[config.mk]
export PLATFORM = sky130hd
export DESIGN_NAME = m24_write_arb_flat
export DESIGN_NICKNAME = d
export VERILOG_FILES = /design/src/rtl/m24_write_arb_if.sv /design/src/rtl/m24_write_arb.sv /design/src/flat_wrapper.sv
export SDC_FILE = /design/constraint.sdc
export NUM_CORES = 1
export LEC_CHECK = 0
export ABC_AREA = 0
export CAP_MARGIN = 20
export CORE_ASPECT_RATIO = 0.7
export CORE_MARGIN = 1.5
export CORE_UTILIZATION = 43
export DETAILED_ROUTE_END_ITERATION = 6
export GPL_TIMING_DRIVEN = 0
export PLACE_DENSITY = 0.75
export SKIP_CTS_REPAIR_TIMING = 1
export SLEW_MARGIN = 20
export SYNTH_ARGS = -nofsm -noshare
export SYNTH_HDL_FRONTEND = slang
export SYNTH_SLANG_ARGS = --single-unit
[constraint.sdc]
create_clock -name SYSCLK_IN -period 2.3 [get_ports SYSCLK_IN]
set_clock_uncertainty 0.15 [all_clocks]
set_input_delay 0.46 -clock SYSCLK_IN [delete_from_list [all_inputs] [get_ports SYSCLK_IN]]
set_output_delay 0.46 -clock SYSCLK_IN [all_outputs]
set_load 0.02 [all_outputs]
[src/rtl/m24_write_arb_if.sv]
// Requester handshakes, writer-buffer strobe bus and occupancy status for m24_write_arb.
interface m24_write_arb_if;
  logic       REQ0_IN;
  logic [6:0] ADDR0_IN;
  logic [7:0] DATA0_IN;
  logic       ACK0_OUT;
  logic       REQ1_IN;
  logic [6:0] ADDR1_IN;
  logic [7:0] DATA1_IN;
  logic       ACK1_OUT;
  logic       ROM_WE_OUT;
  logic [6:0] ROM_ADDR_OUT;
  logic [7:0] ROM_DATA_OUT;
  logic [6:0] PENDING_OUT;
  logic       FULL_OUT;
  logic       BUSY_OUT;

  // Arbiter side.
  modport slave (
    input  REQ0_IN, ADDR0_IN, DATA0_IN,
    input  REQ1_IN, ADDR1_IN, DATA1_IN,
    output ACK0_OUT, ACK1_OUT,
    output ROM_WE_OUT, ROM_ADDR_OUT, ROM_DATA_OUT,
    output PENDING_OUT, FULL_OUT, BUSY_OUT
  );

  // Requester / observer side.
  modport master (
    output REQ0_IN, ADDR0_IN, DATA0_IN,
    output REQ1_IN, ADDR1_IN, DATA1_IN,
    input  ACK0_OUT, ACK1_OUT,
    input  ROM_WE_OUT, ROM_ADDR_OUT, ROM_DATA_OUT,
    input  PENDING_OUT, FULL_OUT, BUSY_OUT
  );
endinterface

[src/rtl/m24_write_arb.sv]
// Two-requester round-robin write arbiter in front of the EEPROM byte writer.
// Tracks how many bytes the downstream buffer still holds by retiring one byte
// per write slot of 5 us ticks; the first retire after going busy waits two
// slots so the estimate is never early.
module m24_write_arb #(
  parameter int SLOT_PULSES = 4096,
  parameter int DEPTH       = 127
) (
  input  logic           SYSCLK_IN,
  input  logic           RESET_IN,
  input  logic           PULSE5uS_IN,
  m24_write_arb_if.slave bus
);

  localparam logic [6:0]  DEPTH_C  = 7'(DEPTH);
  localparam logic [12:0] FIRST_M1 = 13'(2 * SLOT_PULSES - 1);
  localparam logic [12:0] SLOT_M1  = 13'(SLOT_PULSES - 1);

  logic        ack0_q, ack0_d;
  logic        ack1_q, ack1_d;
  logic        rom_we_q, rom_we_d;
  logic [6:0]  rom_addr_q, rom_addr_d;
  logic [7:0]  rom_data_q, rom_data_d;
  logic [6:0]  pending_q, pending_d;
  logic        full_q, full_d;
  logic        busy_q, busy_d;
  logic        last_q, last_d;    // 1: requester 1 was granted most recently
  logic        first_q, first_d;  // 1: current retire window is the doubled first one
  logic [12:0] timer_q, timer_d;

  logic elig0, elig1, grant0, grant1, grant, retire;

  // Round-robin grant; a requester whose ACK is currently high sits out one cycle.
  always_comb begin
    elig0  = bus.REQ0_IN & ~ack0_q;
    elig1  = bus.REQ1_IN & ~ack1_q;
    grant0 = 1'b0;
    grant1 = 1'b0;
    if (pending_q != DEPTH_C) begin
      grant0 = elig0 & (~elig1 | last_q);
      grant1 = elig1 & (~elig0 | ~last_q);
    end
    grant  = grant0 | grant1;
    last_d = grant1 ? 1'b1 : (grant0 ? 1'b0 : last_q);
  end

  // Registered strobe and payload; payload holds when nothing is granted.
  always_comb begin
    ack0_d     = grant0;
    ack1_d     = grant1;
    rom_we_d   = grant;
    rom_addr_d = rom_addr_q;
    rom_data_d = rom_data_q;
    if (grant1) begin
      rom_addr_d = bus.ADDR1_IN;
      rom_data_d = bus.DATA1_IN;
    end else if (grant0) begin
      rom_addr_d = bus.ADDR0_IN;
      rom_data_d = bus.DATA0_IN;
    end
  end

  // Slot timer: idles at zero with the doubled window armed while nothing is outstanding.
  always_comb begin
    timer_d = timer_q;
    first_d = first_q;
    retire  = 1'b0;
    if (pending_q == 7'd0) begin
      timer_d = 13'd0;
      first_d = 1'b1;
    end else if (PULSE5uS_IN) begin
      if (timer_q == (first_q ? FIRST_M1 : SLOT_M1)) begin
        retire  = 1'b1;
        timer_d = 13'd0;
        first_d = 1'b0;
      end else begin
        timer_d = timer_q + 13'd1;
      end
    end
  end

  // Outstanding-byte count; a grant and a retire in the same cycle cancel.
  always_comb begin
    pending_d = pending_q;
    if (grant && !retire) begin
      pending_d = pending_q + 7'd1;
    end else if (retire && !grant) begin
      pending_d = pending_q - 7'd1;
    end
    full_d = (pending_d == DEPTH_C);
    busy_d = (pending_d != 7'd0);
  end

  // State and output registers.
  always_ff @(posedge SYSCLK_IN or posedge RESET_IN) begin
    if (RESET_IN) begin
      ack0_q     <= 1'b0;
      ack1_q     <= 1'b0;
      rom_we_q   <= 1'b0;
      rom_addr_q <= 7'd0;
      rom_data_q <= 8'd0;
      pending_q  <= 7'd0;
      full_q     <= 1'b0;
      busy_q     <= 1'b0;
      last_q     <= 1'b1;
      first_q    <= 1'b1;
      timer_q    <= 13'd0;
    end else begin
      ack0_q     <= ack0_d;
      ack1_q     <= ack1_d;
      rom_we_q   <= rom_we_d;
      rom_addr_q <= rom_addr_d;
      rom_data_q <= rom_data_d;
      pending_q  <= pending_d;
      full_q     <= full_d;
      busy_q     <= busy_d;
      last_q     <= last_d;
      first_q    <= first_d;
      timer_q    <= timer_d;
    end
  end

  assign bus.ACK0_OUT     = ack0_q;
  assign bus.ACK1_OUT     = ack1_q;
  assign bus.ROM_WE_OUT   = rom_we_q;
  assign bus.ROM_ADDR_OUT = rom_addr_q;
  assign bus.ROM_DATA_OUT = rom_data_q;
  assign bus.PENDING_OUT  = pending_q;
  assign bus.FULL_OUT     = full_q;
  assign bus.BUSY_OUT     = busy_q;

endmodule

[src/flat_wrapper.sv]
// flat-port wrapper written by rule: the top's interface ports become plain ports
module m24_write_arb_flat 
#(
  parameter int SLOT_PULSES = 4096,
  parameter int DEPTH       = 127
)
  (SYSCLK_IN, RESET_IN, PULSE5uS_IN, bus_REQ0_IN, bus_ADDR0_IN, bus_DATA0_IN, bus_REQ1_IN, bus_ADDR1_IN, bus_DATA1_IN, bus_ACK0_OUT, bus_ACK1_OUT, bus_ROM_WE_OUT, bus_ROM_ADDR_OUT, bus_ROM_DATA_OUT, bus_PENDING_OUT, bus_FULL_OUT, bus_BUSY_OUT);
  m24_write_arb_if bus_i ();
  input  logic SYSCLK_IN;
  input  logic RESET_IN;
  input  logic PULSE5uS_IN;
  input wire logic [$bits(bus_i.REQ0_IN)-1:0] bus_REQ0_IN;
  input wire logic [$bits(bus_i.ADDR0_IN)-1:0] bus_ADDR0_IN;
  input wire logic [$bits(bus_i.DATA0_IN)-1:0] bus_DATA0_IN;
  input wire logic [$bits(bus_i.REQ1_IN)-1:0] bus_REQ1_IN;
  input wire logic [$bits(bus_i.ADDR1_IN)-1:0] bus_ADDR1_IN;
  input wire logic [$bits(bus_i.DATA1_IN)-1:0] bus_DATA1_IN;
  output wire logic [$bits(bus_i.ACK0_OUT)-1:0] bus_ACK0_OUT;
  output wire logic [$bits(bus_i.ACK1_OUT)-1:0] bus_ACK1_OUT;
  output wire logic [$bits(bus_i.ROM_WE_OUT)-1:0] bus_ROM_WE_OUT;
  output wire logic [$bits(bus_i.ROM_ADDR_OUT)-1:0] bus_ROM_ADDR_OUT;
  output wire logic [$bits(bus_i.ROM_DATA_OUT)-1:0] bus_ROM_DATA_OUT;
  output wire logic [$bits(bus_i.PENDING_OUT)-1:0] bus_PENDING_OUT;
  output wire logic [$bits(bus_i.FULL_OUT)-1:0] bus_FULL_OUT;
  output wire logic [$bits(bus_i.BUSY_OUT)-1:0] bus_BUSY_OUT;
  assign bus_i.REQ0_IN = bus_REQ0_IN;
  assign bus_i.ADDR0_IN = bus_ADDR0_IN;
  assign bus_i.DATA0_IN = bus_DATA0_IN;
  assign bus_i.REQ1_IN = bus_REQ1_IN;
  assign bus_i.ADDR1_IN = bus_ADDR1_IN;
  assign bus_i.DATA1_IN = bus_DATA1_IN;
  assign bus_ACK0_OUT = bus_i.ACK0_OUT;
  assign bus_ACK1_OUT = bus_i.ACK1_OUT;
  assign bus_ROM_WE_OUT = bus_i.ROM_WE_OUT;
  assign bus_ROM_ADDR_OUT = bus_i.ROM_ADDR_OUT;
  assign bus_ROM_DATA_OUT = bus_i.ROM_DATA_OUT;
  assign bus_PENDING_OUT = bus_i.PENDING_OUT;
  assign bus_FULL_OUT = bus_i.FULL_OUT;
  assign bus_BUSY_OUT = bus_i.BUSY_OUT;
  m24_write_arb #(.SLOT_PULSES(SLOT_PULSES), .DEPTH(DEPTH)) u_core (.SYSCLK_IN(SYSCLK_IN), .RESET_IN(RESET_IN), .PULSE5uS_IN(PULSE5uS_IN), .bus(bus_i));
endmodule
# [Word level (Yosys, flattened, before mapping)]
# Cells that the tools add are included.
[classes] n_addsub=3 multipliers=0 div=0 magnitude_cmp=0 n_eq_ne=3 n_shift=0 n_mux=20 bitwise=12 reduce_logical=10
[ops] operator="2-to-1 mux 13 bit" count=4
[ops] operator="2-to-1 mux 7 bit" count=4
[ops] operator="2-to-1 mux 8 bit" count=2
[ops] operator="adder 13 x 1 -> 13 bit (second input constant)" count=1
[ops] operator="equality test 13 bit" count=1
[ops] operator="2-to-1 mux 1 bit" count=10
[ops] operator="adder 7 x 1 -> 7 bit (second input constant)" count=1
[ops] operator="equality test 7 bit (second input constant)" count=1
[ops] operator="zero test 7 bit" count=1
[ops] operator="!= test 7 bit (second input constant)" count=1
[ops] operator="nonzero test 7 bit" count=1
[ops] operator="subtractor 7 x 1 -> 7 bit (second input constant)" count=1
[ops] operator="nonzero test 2 bit" count=3
[ops] operator="NOT 1 bit" count=5
[ops] operator="AND 1 bit" count=4
[ops] operator="bitwise OR 1 bit" count=3
[ops] operator="logical AND 1 bit" count=2
[ops] operator="zero test 1 bit" count=2
[ops] operator="AND reduction 2 bit" count=1
[word_totals] ff_bits=42 latchBits=0 mem_bits_rw=0 rom_bits=0 inputBits=35 output_inout_bits=27 elab_cells=59 n_memories=0

# [Longest topological paths before layout]
[depth] word_depth=12 mapped_depth=9 depth_no_buf=8

# [Worst setup path after synthesis]
# No wires, ideal clock.
[synth_timing] kind="reg2reg" startpoint="reg u_core.pending_q[0] (netlist: u_core.bus.PENDING_OUT[0])" endpoint="reg u_core.busy_q (netlist: u_core.bus.BUSY_OUT)" setup_ns=0.142 t_arrival_ns=2.300 required_ns=2.008 slack_ns=-0.293 path_stages_with_launch=10 path_buffers=1 synth_period_minus_slack_ns=2.593 cell_sequence="dfrtp_1 -> inv_1 -> ha_1 -> nor3b_1 -> and2_1 -> clkbuf_1 -> nor3_1 -> or3_1 -> a22oi_1 -> nand4_1"
[synth_via] elab_chain_len=8 word_cells_on_any_way=15 classes_between="add/sub (2); eq/ne (1); mux (5); bitwise (1); reduce/logical (6)"
[synth_lines] item="start: declaration" line="m24_write_arb.sv:24" text="logic [6:0] pending_q, pending_d;"
[synth_lines] item="start signal: assignment" line="m24_write_arb.sv:114" text="pending_q <= pending_d;"
[synth_lines] item="!= test 7 bit" line="m24_write_arb.sv:39" text="if (pending_q != DEPTH_C) begin"
[synth_lines] item="2-to-1 mux 1 bit" line="m24_write_arb.sv:39"
[synth_lines] item="bitwise OR 1 bit" line="m24_write_arb.sv:43" text="grant = grant0 | grant1;"
[synth_lines] item="zero test 1 bit" line="m24_write_arb.sv:87" text="end else if (retire && !grant) begin"
[synth_lines] item="logical AND 1 bit" line="m24_write_arb.sv:87"
[synth_lines] item="2-to-1 mux 7 bit" line="m24_write_arb.sv:87"
[synth_lines] item="2-to-1 mux 7 bit *" line="m24_write_arb.sv:85" text="if (grant && !retire) begin"
[synth_lines] item="nonzero test 7 bit *" line="m24_write_arb.sv:91" text="busy_d = (pending_d != 7'd0);"
[synth_lines] item="named net u_core.busy_d" line="m24_write_arb.sv:26" text="logic busy_q, busy_d;"
[synth_lines] item="end signal: assignment" line="m24_write_arb.sv:116" text="busy_q <= busy_d;"
[synth_lines] item="end: declaration" line="m24_write_arb.sv:26"
# The timed path passes the listed nets; every way through them passes the cells marked *.
# A chain may end at the register's enable or synchronous reset.

# [Worst setup path in the final report]
[layout_timing] startpoint="reg u_core.timer_q[0]" endpoint="reg u_core.full_q (netlist: u_core.bus.FULL_OUT)"
[layout_via] elab_chain_len=8 word_cells_on_any_way=10 classes_between="eq/ne (2); mux (5); reduce/logical (3)"
[layout_lines] item="start: declaration" line="m24_write_arb.sv:29" text="logic [12:0] timer_q, timer_d;"
[layout_lines] item="start signal: assignment" line="m24_write_arb.sv:119" text="timer_q <= timer_d;"
[layout_lines] item="equality test 13 bit *" line="m24_write_arb.sv:72" text="if (timer_q == (first_q ? FIRST_M1 : SLOT_M1)) begin"
[layout_lines] item="2-to-1 mux 1 bit *" line="m24_write_arb.sv:72"
[layout_lines] item="2-to-1 mux 1 bit *" line="m24_write_arb.sv:71" text="end else if (PULSE5uS_IN) begin"
[layout_lines] item="2-to-1 mux 1 bit *" line="m24_write_arb.sv:68" text="if (pending_q == 7'd0) begin"
[layout_lines] item="logical AND 1 bit or zero test 1 bit (tied branches)" line="m24_write_arb.sv:87, m24_write_arb.sv:85"
[layout_lines] item="2-to-1 mux 7 bit or logical AND 1 bit (tied branches)" line="m24_write_arb.sv:87, m24_write_arb.sv:85"
[layout_lines] item="2-to-1 mux 7 bit *" line="m24_write_arb.sv:85"
[layout_lines] item="named net u_core.pending_d[2]" line="m24_write_arb.sv:24"
[layout_lines] item="equality test 7 bit *" line="m24_write_arb.sv:90" text="full_d = (pending_d == DEPTH_C);"
[layout_lines] item="named net u_core.full_d" line="m24_write_arb.sv:25" text="logic full_q, full_d;"
[layout_lines] item="end signal: assignment" line="m24_write_arb.sv:115" text="full_q <= full_d;"
[layout_lines] item="end: declaration" line="m24_write_arb.sv:25"
# Marked as above.

==> run summary <==
Crit Reg-Reg Endpoint: u_core.bus.FULL_OUT$_DFF_PP0_
Wirelength per Cell: 15.98 um
Mapped Area: 2271 um2
total power: 2.994 mW
I/O Pins: 62
Synth area leaders: dfrtp_1, mux2i_1, o21ai_0
Post-synth EDFFs: 0
asr flop ratio synth: 100.0%
failing checks: DRC, setup timing
DRC marker count from the first detailed-route iteration: 196
H-tree levels: 2
Final Critical Period: 2.465 ns
internal power: 1.808 mW
Inserted Diodes: 0
Worst setup SP type: register
first-pass GRT wire length: 9515 um
CP endpoint kind: register
vias in the first global route: 1997
P&R area growth vs syn: 48.82%
Seq/Total Area, Yosys: 46.39%
DR pass1 iterations: 7
Clk pwr share: 16.6%
Post-route DRC: 1
worst setup margin: -0.1649 ns
vias per cell: 5.503
Starting Density: 45.97%
synthesized flop and latch total: 42
Placer Congestion: 0.8221
final setup fails: 2
Rows: 21
RSZ-0062 raised after global routing: yes
top-area cell type share of the netlist area: 44.08%
Cells after Synth: 241
CTS Sinks: 42
Die X: 89.86 um
synthesis warning total: 0
TritonCTS clock tree: built
Post-DP HPWL: 4269 um
Psw: 1.186 mW
Crit Path Category: reg2reg
final core utilization: 68.41%
die area: 5733 um2
critical path required time: 2.35 ns
Power Density: 886.1 nW/um2
total track usage: 20.91%
largest net degree at the start of global routing: 32
Worst-Skew Late Latency: 0.29 ns
Synth cell types: 42
CTS Buffer Depth: 2
Placeable Area: 4940 um2
relative slew slack: 66.10%
Critical Path Start: u_core.timer_q[0]$_DFFE_PP0P_
status: complete, but fails checks
Num CTS Buffers: 5
switching share of power: 39.61%
Buffers on Ports: 61
Static Leakage: 1.429 nW
antenna-violating nets left: 0
worst hold-check path type: in2async
DP Worst Slack: -0.7014 ns
Worst-path clk slew: 0.08 ns
syn_nets: 279
Comb pwr share: 44.7%
layout cells sized above 1: 20.43%
chip height: 63.80 um
GR Overflow Total: 0
R2R Path Start: u_core.timer_q[0]$_DFFE_PP0P_
worst-margin pin slew: 0.5085 ns
area leader, netlist: dfrtp_1
post-route clock period utilization: 107.2%
Post-Route Setup TNS: -0.2959 ns
via count: 2157
initial antenna violation count: 0
Max VDD drop: 431.1 uV
reg2reg setup slack: -0.16 ns
max cap viols: 0
Most used DFF post-synth: dfrtp_1
Root Driver: clkbuf_8
Final Hold Fails: 0
synthesized area per cell: 9.423 um2
Final Max Slew Viols: 0
CP max FO: 5
final net count: 360
R2R cell count: 7
Flop pwr share: 38.7%
CP arrival: 2.51 ns
WL final: 6263 um
Max Fclk: 0.4057 GHz
-- sequential cells by signal, indices dropped and copies added, names as in the netlist --
register                 flops
u_core.bus.BUSY_OUT          1
u_core.bus.ROM_WE_OUT        1
u_core.bus.ACK0_OUT          1
u_core.last_q                1
u_core.bus.PENDING_OUT       7
u_core.bus.ACK1_OUT          1
u_core.bus.FULL_OUT          1
u_core.bus.ROM_ADDR_OUT      7
u_core.bus.ROM_DATA_OUT      8
u_core.first_q               1
u_core.timer_q              13
-- area by class of cell --
class	instances	area, um2
plain buffers	7	45.04
clock buffers	6	82.58
clock inverters	2	12.51
fillers	412	1560
inverters	9	33.78
multi-input cells	181	1318
flip-flops and latches	42	1056
well taps	69	86.33
repair buffers	76	745.7
-- cell usage after synthesis (3+ instances only) --
master,count
a211oi_1,4
a21oi_1,9
and2_1,5
and3_1,3
clkbuf_1,8
dfrtp_1,40
ha_1,3
inv_1,9
mux2i_1,15
nand2_1,28
nand3_1,9
nand4_1,8
nor2_1,19
nor3_1,8
nor4_1,4
o21ai_0,23
or3_1,4
xnor2_1,6
xor2_1,6
-- metrics by stage --
stage | hold slack [ns] | instance area, um2 | cells
2_1_floorplan | 0.2956 | 2298 | 241
3_3_place_gp | 0.3072 | 2995 | 371
3_5_place_dp | 0.3101 | 3015 | 372
4_1_cts | 0.2693 | 3110 | 380
5_1_grt | 0.2714 | 3379 | 392
6_report | 0.2620 | 3379 | 392
-- power by group through the flow --
stage	combinational (mW)	clock [mW]	sequential [mW]
after global routing	1.44	0.544	1.20
after CTS	1.18	0.504	1.09
after floorplan	0.570	0	1.22
final	1.34	0.497	1.16
after global placement	1.14	0	1.10
after detailed placement	1.17	0	1.10
-- worst max-delay path by stage --
stage / end / slack (ns)
4_1_cts: u_core.bus.BUSY_OUT$_DFF_PP0_ / -0.39
3_3_place_gp: u_core.bus.BUSY_OUT$_DFF_PP0_ / -0.64
2_1_floorplan: u_core.bus.BUSY_OUT$_DFF_PP0_ / -0.0002
6_report: u_core.bus.FULL_OUT$_DFF_PP0_ / -0.16
3_5_place_dp: u_core.bus.BUSY_OUT$_DFF_PP0_ / -0.70
5_1_grt: u_core.bus.FULL_OUT$_DFF_PP0_ / -0.29
-- per-layer routing --
| metal | vias up | GRT usage, % | wire (um) |
|---|---|---|---|
| met5 | - | 0 | 0 |
| met4 | 0 | 6.151 | 108 |
| met3 | 19 | 4.762 | 380 |
| met2 | 90 | 32.54 | 2935 |
| met1 | 1027 | 29.37 | 2839 |
| li1 | 1021 | - | - |
-- critical path, cell delays in order, from the launching register on --
cell      delay (ns)
dfrtp_1         0.41
ha_2            0.21
nand4_1         0.13
or4_4           0.61
or4_4           0.45
nand4b_4        0.13
o21ai_2         0.07
nor4_2          0.21
-- logic make-up (layout without fill, tap and decap cells) --
group           after synthesis  in the layout  share of synthesized area, %
mux                          15             15                         6.611
flops                        42             42                         46.39
compound gates               47             47                         12.18
fa+ha+maj                     3              3                         1.653
buf+inv                      19            100                         3.526
simple gates                103            104                         25.01
xor+xnor                     12             12                         4.628
-- cells in the final DEF (no fill, tap or decap), types with 8 or more instances in the layout --
cell type        count
dfrtp_1             38
mux2i_1             15
o21ai_0             21
nand3_1              8
clkdlybuf4s50_1     60
nand2_1             26
nand4_1              8
buf_4               14
a21oi_1              8
nor2_1              18
Power figures use the tool's default switching activity.
